===== src/rtl/decode_pipe.sv =====
// Instruction decode stage: register file with optional write-through bypass,
// immediate generation, load-use hazard detection and the ID/EX pipeline register.
module decode_pipe #(
    parameter int XLEN      = 32,
    parameter int NREGS     = 32,
    parameter int WB_BYPASS = 1
) (
    input  logic            CLK,
    input  logic            RST,
    input  logic            IF_VALID,
    input  logic [XLEN-1:0] IF_PC,
    input  logic [XLEN-1:0] IF_PC_PLUS4,
    input  logic [31:0]     IF_INSTRUCTION,
    input  logic            STALL_IN,
    input  logic            FLUSH,
    input  logic            WB_WRITE_ENABLE,
    input  logic [4:0]      WB_RD,
    input  logic [XLEN-1:0] WB_WRITE_DATA,
    output logic            IF_HOLD,
    output logic            ID_VALID,
    output logic [XLEN-1:0] ID_PC,
    output logic [XLEN-1:0] ID_PC_PLUS4,
    output logic [XLEN-1:0] ID_READ_DATA1,
    output logic [XLEN-1:0] ID_READ_DATA2,
    output logic [XLEN-1:0] ID_IMMEDIATE,
    output logic [4:0]      ID_RS1,
    output logic [4:0]      ID_RS2,
    output logic [4:0]      ID_RD,
    output logic [6:0]      ID_OPCODE,
    output logic [2:0]      ID_FUNC3,
    output logic [6:0]      ID_FUNC7,
    output logic            ID_MEM_READ
);

    localparam int AW = $clog2(NREGS);

    localparam logic [6:0] OPC_LOAD   = 7'b0000011;
    localparam logic [6:0] OPC_OPIMM  = 7'b0010011;
    localparam logic [6:0] OPC_AUIPC  = 7'b0010111;
    localparam logic [6:0] OPC_STORE  = 7'b0100011;
    localparam logic [6:0] OPC_OP     = 7'b0110011;
    localparam logic [6:0] OPC_LUI    = 7'b0110111;
    localparam logic [6:0] OPC_BRANCH = 7'b1100011;
    localparam logic [6:0] OPC_JALR   = 7'b1100111;
    localparam logic [6:0] OPC_JAL    = 7'b1101111;

    // 32-bit sign-extended immediate for each instruction format
    function automatic logic [31:0] imm32(input logic [31:0] ins);
        logic [31:0] r;
        r = 32'd0;
        case (ins[6:0])
            OPC_LOAD, OPC_OPIMM, OPC_JALR: r = {{20{ins[31]}}, ins[31:20]};
            OPC_STORE:  r = {{20{ins[31]}}, ins[31:25], ins[11:7]};
            OPC_BRANCH: r = {{20{ins[31]}}, ins[7], ins[30:25], ins[11:8], 1'b0};
            OPC_LUI, OPC_AUIPC: r = {ins[31:12], 12'h000};
            OPC_JAL:    r = {{12{ins[31]}}, ins[19:12], ins[20], ins[30:21], 1'b0};
            default:    r = 32'd0;
        endcase
        return r;
    endfunction

    logic [XLEN-1:0] rf_r [NREGS];

    logic [6:0]      opcode_s;
    logic [4:0]      rs1_f_s;
    logic [4:0]      rs2_f_s;
    logic [4:0]      rd_f_s;
    logic [AW-1:0]   rs1_idx_s;
    logic [AW-1:0]   rs2_idx_s;
    logic [AW-1:0]   wb_idx_s;
    logic            wb_en_s;
    logic            byp1_s;
    logic            byp2_s;
    logic [XLEN-1:0] rd1_s;
    logic [XLEN-1:0] rd2_s;
    logic [XLEN-1:0] imm_s;
    logic            rs1_used_s;
    logic            rs2_used_s;
    logic            writes_rd_s;
    logic            load_use_s;

    assign opcode_s  = IF_INSTRUCTION[6:0];
    assign rd_f_s    = IF_INSTRUCTION[11:7];
    assign rs1_f_s   = IF_INSTRUCTION[19:15];
    assign rs2_f_s   = IF_INSTRUCTION[24:20];
    assign rs1_idx_s = IF_INSTRUCTION[15 +: AW];
    assign rs2_idx_s = IF_INSTRUCTION[20 +: AW];
    assign wb_idx_s  = WB_RD[AW-1:0];

    // Writes outside the implemented register range are dropped, x0 is never written
    assign wb_en_s = WB_WRITE_ENABLE && ({27'd0, WB_RD} < NREGS) && (WB_RD != 5'd0);

    assign byp1_s = (WB_BYPASS != 0) && WB_WRITE_ENABLE && (5'(rs1_idx_s) == WB_RD)
                    && (rs1_idx_s != '0);
    assign byp2_s = (WB_BYPASS != 0) && WB_WRITE_ENABLE && (5'(rs2_idx_s) == WB_RD)
                    && (rs2_idx_s != '0);

    // Register file storage
    always_ff @(posedge CLK or negedge RST) begin
        if (!RST) begin
            for (int i = 0; i < NREGS; i++) begin
                rf_r[i] <= '0;
            end
        end else if (wb_en_s) begin
            rf_r[wb_idx_s] <= WB_WRITE_DATA;
        end
    end

    // Operand read ports with write-through bypass
    always_comb begin
        rd1_s = '0;
        rd2_s = '0;
        if (rs1_idx_s == '0) begin
            rd1_s = '0;
        end else if (byp1_s) begin
            rd1_s = WB_WRITE_DATA;
        end else begin
            rd1_s = rf_r[rs1_idx_s];
        end
        if (rs2_idx_s == '0) begin
            rd2_s = '0;
        end else if (byp2_s) begin
            rd2_s = WB_WRITE_DATA;
        end else begin
            rd2_s = rf_r[rs2_idx_s];
        end
    end

    // Opcode classification and hazard detection
    always_comb begin
        imm_s       = XLEN'(signed'(imm32(IF_INSTRUCTION)));
        rs1_used_s  = !((opcode_s == OPC_LUI) || (opcode_s == OPC_AUIPC) || (opcode_s == OPC_JAL));
        rs2_used_s  = (opcode_s == OPC_OP) || (opcode_s == OPC_STORE) || (opcode_s == OPC_BRANCH);
        writes_rd_s = (opcode_s == OPC_LUI) || (opcode_s == OPC_AUIPC) || (opcode_s == OPC_JAL)
                   || (opcode_s == OPC_JALR) || (opcode_s == OPC_LOAD)
                   || (opcode_s == OPC_OPIMM) || (opcode_s == OPC_OP);
        load_use_s  = IF_VALID && ID_VALID && ID_MEM_READ && (ID_RD != 5'd0)
                   && ((rs1_used_s && (ID_RD == rs1_f_s)) || (rs2_used_s && (ID_RD == rs2_f_s)));
    end

    assign IF_HOLD = (STALL_IN || load_use_s) && !FLUSH;

    // ID/EX register: flush > stall > load-use bubble > load
    always_ff @(posedge CLK or negedge RST) begin
        if (!RST) begin
            ID_VALID      <= 1'b0;
            ID_PC         <= '0;
            ID_PC_PLUS4   <= '0;
            ID_READ_DATA1 <= '0;
            ID_READ_DATA2 <= '0;
            ID_IMMEDIATE  <= '0;
            ID_RS1        <= 5'd0;
            ID_RS2        <= 5'd0;
            ID_RD         <= 5'd0;
            ID_OPCODE     <= 7'd0;
            ID_FUNC3      <= 3'd0;
            ID_FUNC7      <= 7'd0;
            ID_MEM_READ   <= 1'b0;
        end else if (FLUSH) begin
            ID_VALID      <= 1'b0;
            ID_PC         <= '0;
            ID_PC_PLUS4   <= '0;
            ID_READ_DATA1 <= '0;
            ID_READ_DATA2 <= '0;
            ID_IMMEDIATE  <= '0;
            ID_RS1        <= 5'd0;
            ID_RS2        <= 5'd0;
            ID_RD         <= 5'd0;
            ID_OPCODE     <= 7'd0;
            ID_FUNC3      <= 3'd0;
            ID_FUNC7      <= 7'd0;
            ID_MEM_READ   <= 1'b0;
        end else if (STALL_IN) begin
            ID_VALID      <= ID_VALID;
        end else if (load_use_s) begin
            ID_VALID      <= 1'b0;
            ID_RD         <= 5'd0;
            ID_MEM_READ   <= 1'b0;
        end else begin
            ID_VALID      <= IF_VALID;
            ID_PC         <= IF_PC;
            ID_PC_PLUS4   <= IF_PC_PLUS4;
            ID_READ_DATA1 <= rd1_s;
            ID_READ_DATA2 <= rd2_s;
            ID_IMMEDIATE  <= imm_s;
            ID_RS1        <= rs1_f_s;
            ID_RS2        <= rs2_f_s;
            ID_RD         <= writes_rd_s ? rd_f_s : 5'd0;
            ID_OPCODE     <= opcode_s;
            ID_FUNC3      <= IF_INSTRUCTION[14:12];
            ID_FUNC7      <= IF_INSTRUCTION[31:25];
            ID_MEM_READ   <= (opcode_s == OPC_LOAD);
        end
    end

endmodule

===== config.mk =====
export PLATFORM = sky130hd
export DESIGN_NAME = decode_pipe
export DESIGN_NICKNAME = d
export VERILOG_FILES = /design/src/rtl/decode_pipe.sv
export SDC_FILE = /design/constraint.sdc
export NUM_CORES = 2
export LEC_CHECK = 0
export CAP_MARGIN = 40
export CORE_MARGIN = 2
export CORE_UTILIZATION = 50
export CTS_CLUSTER_SIZE = 12
export DETAILED_ROUTE_END_ITERATION = 7
export GPL_ROUTABILITY_DRIVEN = 0
export PLACE_DENSITY = 0.82
export REMOVE_ABC_BUFFERS = 1
export SLEW_MARGIN = 20
export SYNTH_ARGS = -nofsm -noshare
export SYNTH_HDL_FRONTEND = slang
export SYNTH_SLANG_ARGS = --single-unit

===== constraint.sdc =====
create_clock -name CLK -period 2.9 [get_ports CLK]
set_input_delay 0.725 -clock CLK [delete_from_list [all_inputs] [get_ports CLK]]
set_output_delay 0.725 -clock CLK [all_outputs]
set_load 0.01 [all_outputs]

==> impl_metrics.toml <==
[status]
outcome = "finished, violations left"
violations = "negative setup slack"

[min_path]
hold_class = "register to register"

[power]
p_per_area_nw_per_um2 = 645
p_total_w = 0.0489
p_leak_nw = 34.9
ir_worst_vdd_v = 0.000477

[global_routing]
antenna_found_initial = 8
grt_max_degree = 105
track_usage_pct = 31.2
overflow = 0
grt_pass1_vias = 49300
grt_pass1_wl_mm = 310

[clock_tree]
clock_latency_ns = 0.78
clk_path_buf_depth = 3
numCtsBuffers = 134
clock_sinks = 1218
root_buffer = "clkbuf_16"
ctsHtreeMaxLevel = 4
clk_pin_slew_ns = 0.05
cts_tree = "done"

[worst_setup_path]
worstPathArrival_ns = 2.49
cp_top_family = "buffers and inverters"
path_cells = "clkdlybuf4s50_1, buf_6, nand4b_1, a21oi_4, or4_4, a31oi_4, buf_2"
critPathKind = "primary input to primary output"
endpoint_kind = "primary output"
critPathBufInv = 3
slowest_stage = "or4_4"
critPathLaunchType = "primary input"
critPathRequiredTime_ns = 2.17
cp_max_fo = 5
cpPeakStageDelay_ns = 0.55

[layout]
final_util_pct = 60.3
nFillCells = 9343
multi_input_area_um2 = 30700
syn2layout_area_growth_pct = 19.6
seqCellArea_um2 = 30500
drive_gt1_share_pct = 31.8
nNetsFinal = 5550

[synthesis]
ys_seq_area_share_pct = 48.1
synth_compound_area_share_pct = 9.57
synth-edff-count = 0
netlist_instances = 5106
avgSynthCellArea_um2 = 12.4
ys_top_cells_by_area = "dfrtp_1, mux2_2, mux2i_1, a22oi_1, mux4_2"
synthAdderAreaFrac_pct = 0
post-synth-top-area-cell = "dfrtp_1"
synth_top_family_by_area = "multiplexers"
synth_area_um2 = 63400
synth_simple_gate_area_share_pct = 3.69
yosysUniqueCellTypes = 56
synth_flop_cell = "dfrtp_1"
ys.warnings.count = 0
ys_ff_latch = 1218
async_flop_share_pct = 100
synth_top_area_share_pct = 48.1
yosys.area_share.xor_xnor_pct = 0.276
synth_mux_area_share_pct = 34.5

[timing]
fin_crit_sh_pct = 111
layout_setup_ws_ns = -0.317
relSlewSlack_pct = 42.9
worstMarginPinSlew_ns = 0.856
setup_viol = 1
fin_worst_skew_ns = 0.0274
fmax_mhz = 311
slew_viol_final = 0
tns_ns = -0.317
rsz0062_at_grt = "true"
final_hold_viol_count = 0
min_period_ns = 3.22

[floorplan]
core-area_um2 = 126000
die_area_um2 = 130000
start_util_pct = 50.4
die_width_um = 360
top_level_ports = 334
die_y_um = 360
row_count = 130

[detailed_routing]
dr.pass1.iters = 6
first_iter_violations = 6121
drc = 0
wl_per_cell_um = 28.9
viasPerCell = 6.69
vias = 47800
antenna_left = 0
drt-total-wl_mm = 207

[placement]
io_buffer_count = 333
hpwlAfterDp_mm = 128

[job]
max_cap_violations = 0
-- layer usage --
metal	vias to the layer above	wire length [um]	global-route usage, %
li1	19600	-	-
met1	24400	78900	39.7
met2	3101	93600	48.4
met3	752	22000	8.63
met4	8	12300	17.1
met5	-	46	0
-- area by class of cell --
cell class	count	share of cell area (%)
diodes	3	0.00990
flip-flops and latches	1218	40.2
inverters	3	0.0149
repair buffers	706	10.7
clock inverters	42	0.700
clock buffers	186	5.09
well taps	1650	2.72
multi-input cells	3348	40.5
-- worst paths after layout --
kind	endpoint	cells after the start	from	slack, ns
max in group asynchronous	rf_r[809]	4	RST	1.28
max reg2reg	ID_IMMEDIATE[14]	9	ID_RD[2]	0.21
min in group asynchronous	rf_r[839]	2	RST	0.53
max	IF_HOLD	7	IF_INSTRUCTION[5]	-0.32
min reg2reg	rf_r[1018]	0	rf_r[1018]	0.40
min	rf_r[1018]	0	rf_r[1018]	0.40
-- state kept, by name (all words and copies together), names as in the netlist --
| name | count |
|---|---|
| rf_r | 1024 |
| ID_OPCODE | 7 |
| ID_FUNC7 | 7 |
| ID_READ_DATA1 | 32 |
| ID_READ_DATA2 | 32 |
| ID_RS1 | 5 |
| ID_PC | 32 |
| ID_FUNC3 | 3 |
| ID_RS2 | 5 |
| ID_VALID | 1 |
| ID_PC_PLUS4 | 32 |
| ID_IMMEDIATE | 32 |
| ID_MEM_READ | 1 |
| ID_RD | 5 |
-- synthesized netlist by cell type, drive strengths merged (12+ instances only) --
library cell / number
mux4: 76
xnor2: 12
a22o: 124
o22ai: 116
a22oi: 416
nand2: 337
mux2i: 872
nor2: 90
o21ai: 29
buf: 229
o31ai: 60
mux2: 1016
clkbuf: 308
nor3: 53
a21oi: 35
a211oi: 13
dfrtp: 1218
-- kinds of logic after synthesis --
kind of cell | after synthesis
AO/OA/AOI/OAI | 820
XOR/XNOR | 20
buffers and inverters | 540
flip-flops | 1218
multiplexers | 1964
AND/OR/NAND/NOR | 544
-- metrics by stage --
stage	cell area, um^2	hold WS, ns	setup slack, ns	cells
final	75800	0.400	-0.317	7156
after global routing	75800	0.408	-0.337	7156
after CTS	75700	0.401	-0.358	7150
after detailed placement	71300	0.388	-0.685	6919
after global placement	71300	0.384	-0.714	6919
after floorplan	60900	0.373	-3.04	4569
-- cell usage in the layout (no fill, tap or decap), types with 34 or more instances in the layout --
cell type / instances
a21oi_1: 34
a22o_1: 124
a22oi_1: 416
buf_12: 159
buf_4: 213
clkbuf_16: 136
clkdlybuf4s50_1: 324
dfrtp_1: 1214
mux2_2: 1016
mux2i_1: 872
mux4_2: 76
nand2_1: 319
nor2_1: 72
nor3_1: 53
o22ai_1: 116
o31ai_1: 60
-- where the power goes --
part,internal (W),switching [W],total (W)
combinational,0.00516,0.00435,0.00951
sequential,0.0199,0.00238,0.0222
clock,0.00990,0.00726,0.0172
-- timing repair --
item	4_1_cts	5_1_grt
setup buffers	2	2
setup endpoints to repair	1	1
hold endpoints to repair	49	0
hold buffers	1	0
pin swaps	2	3
gates resized for setup	13	6
Power figures use the tool's default switching activity.
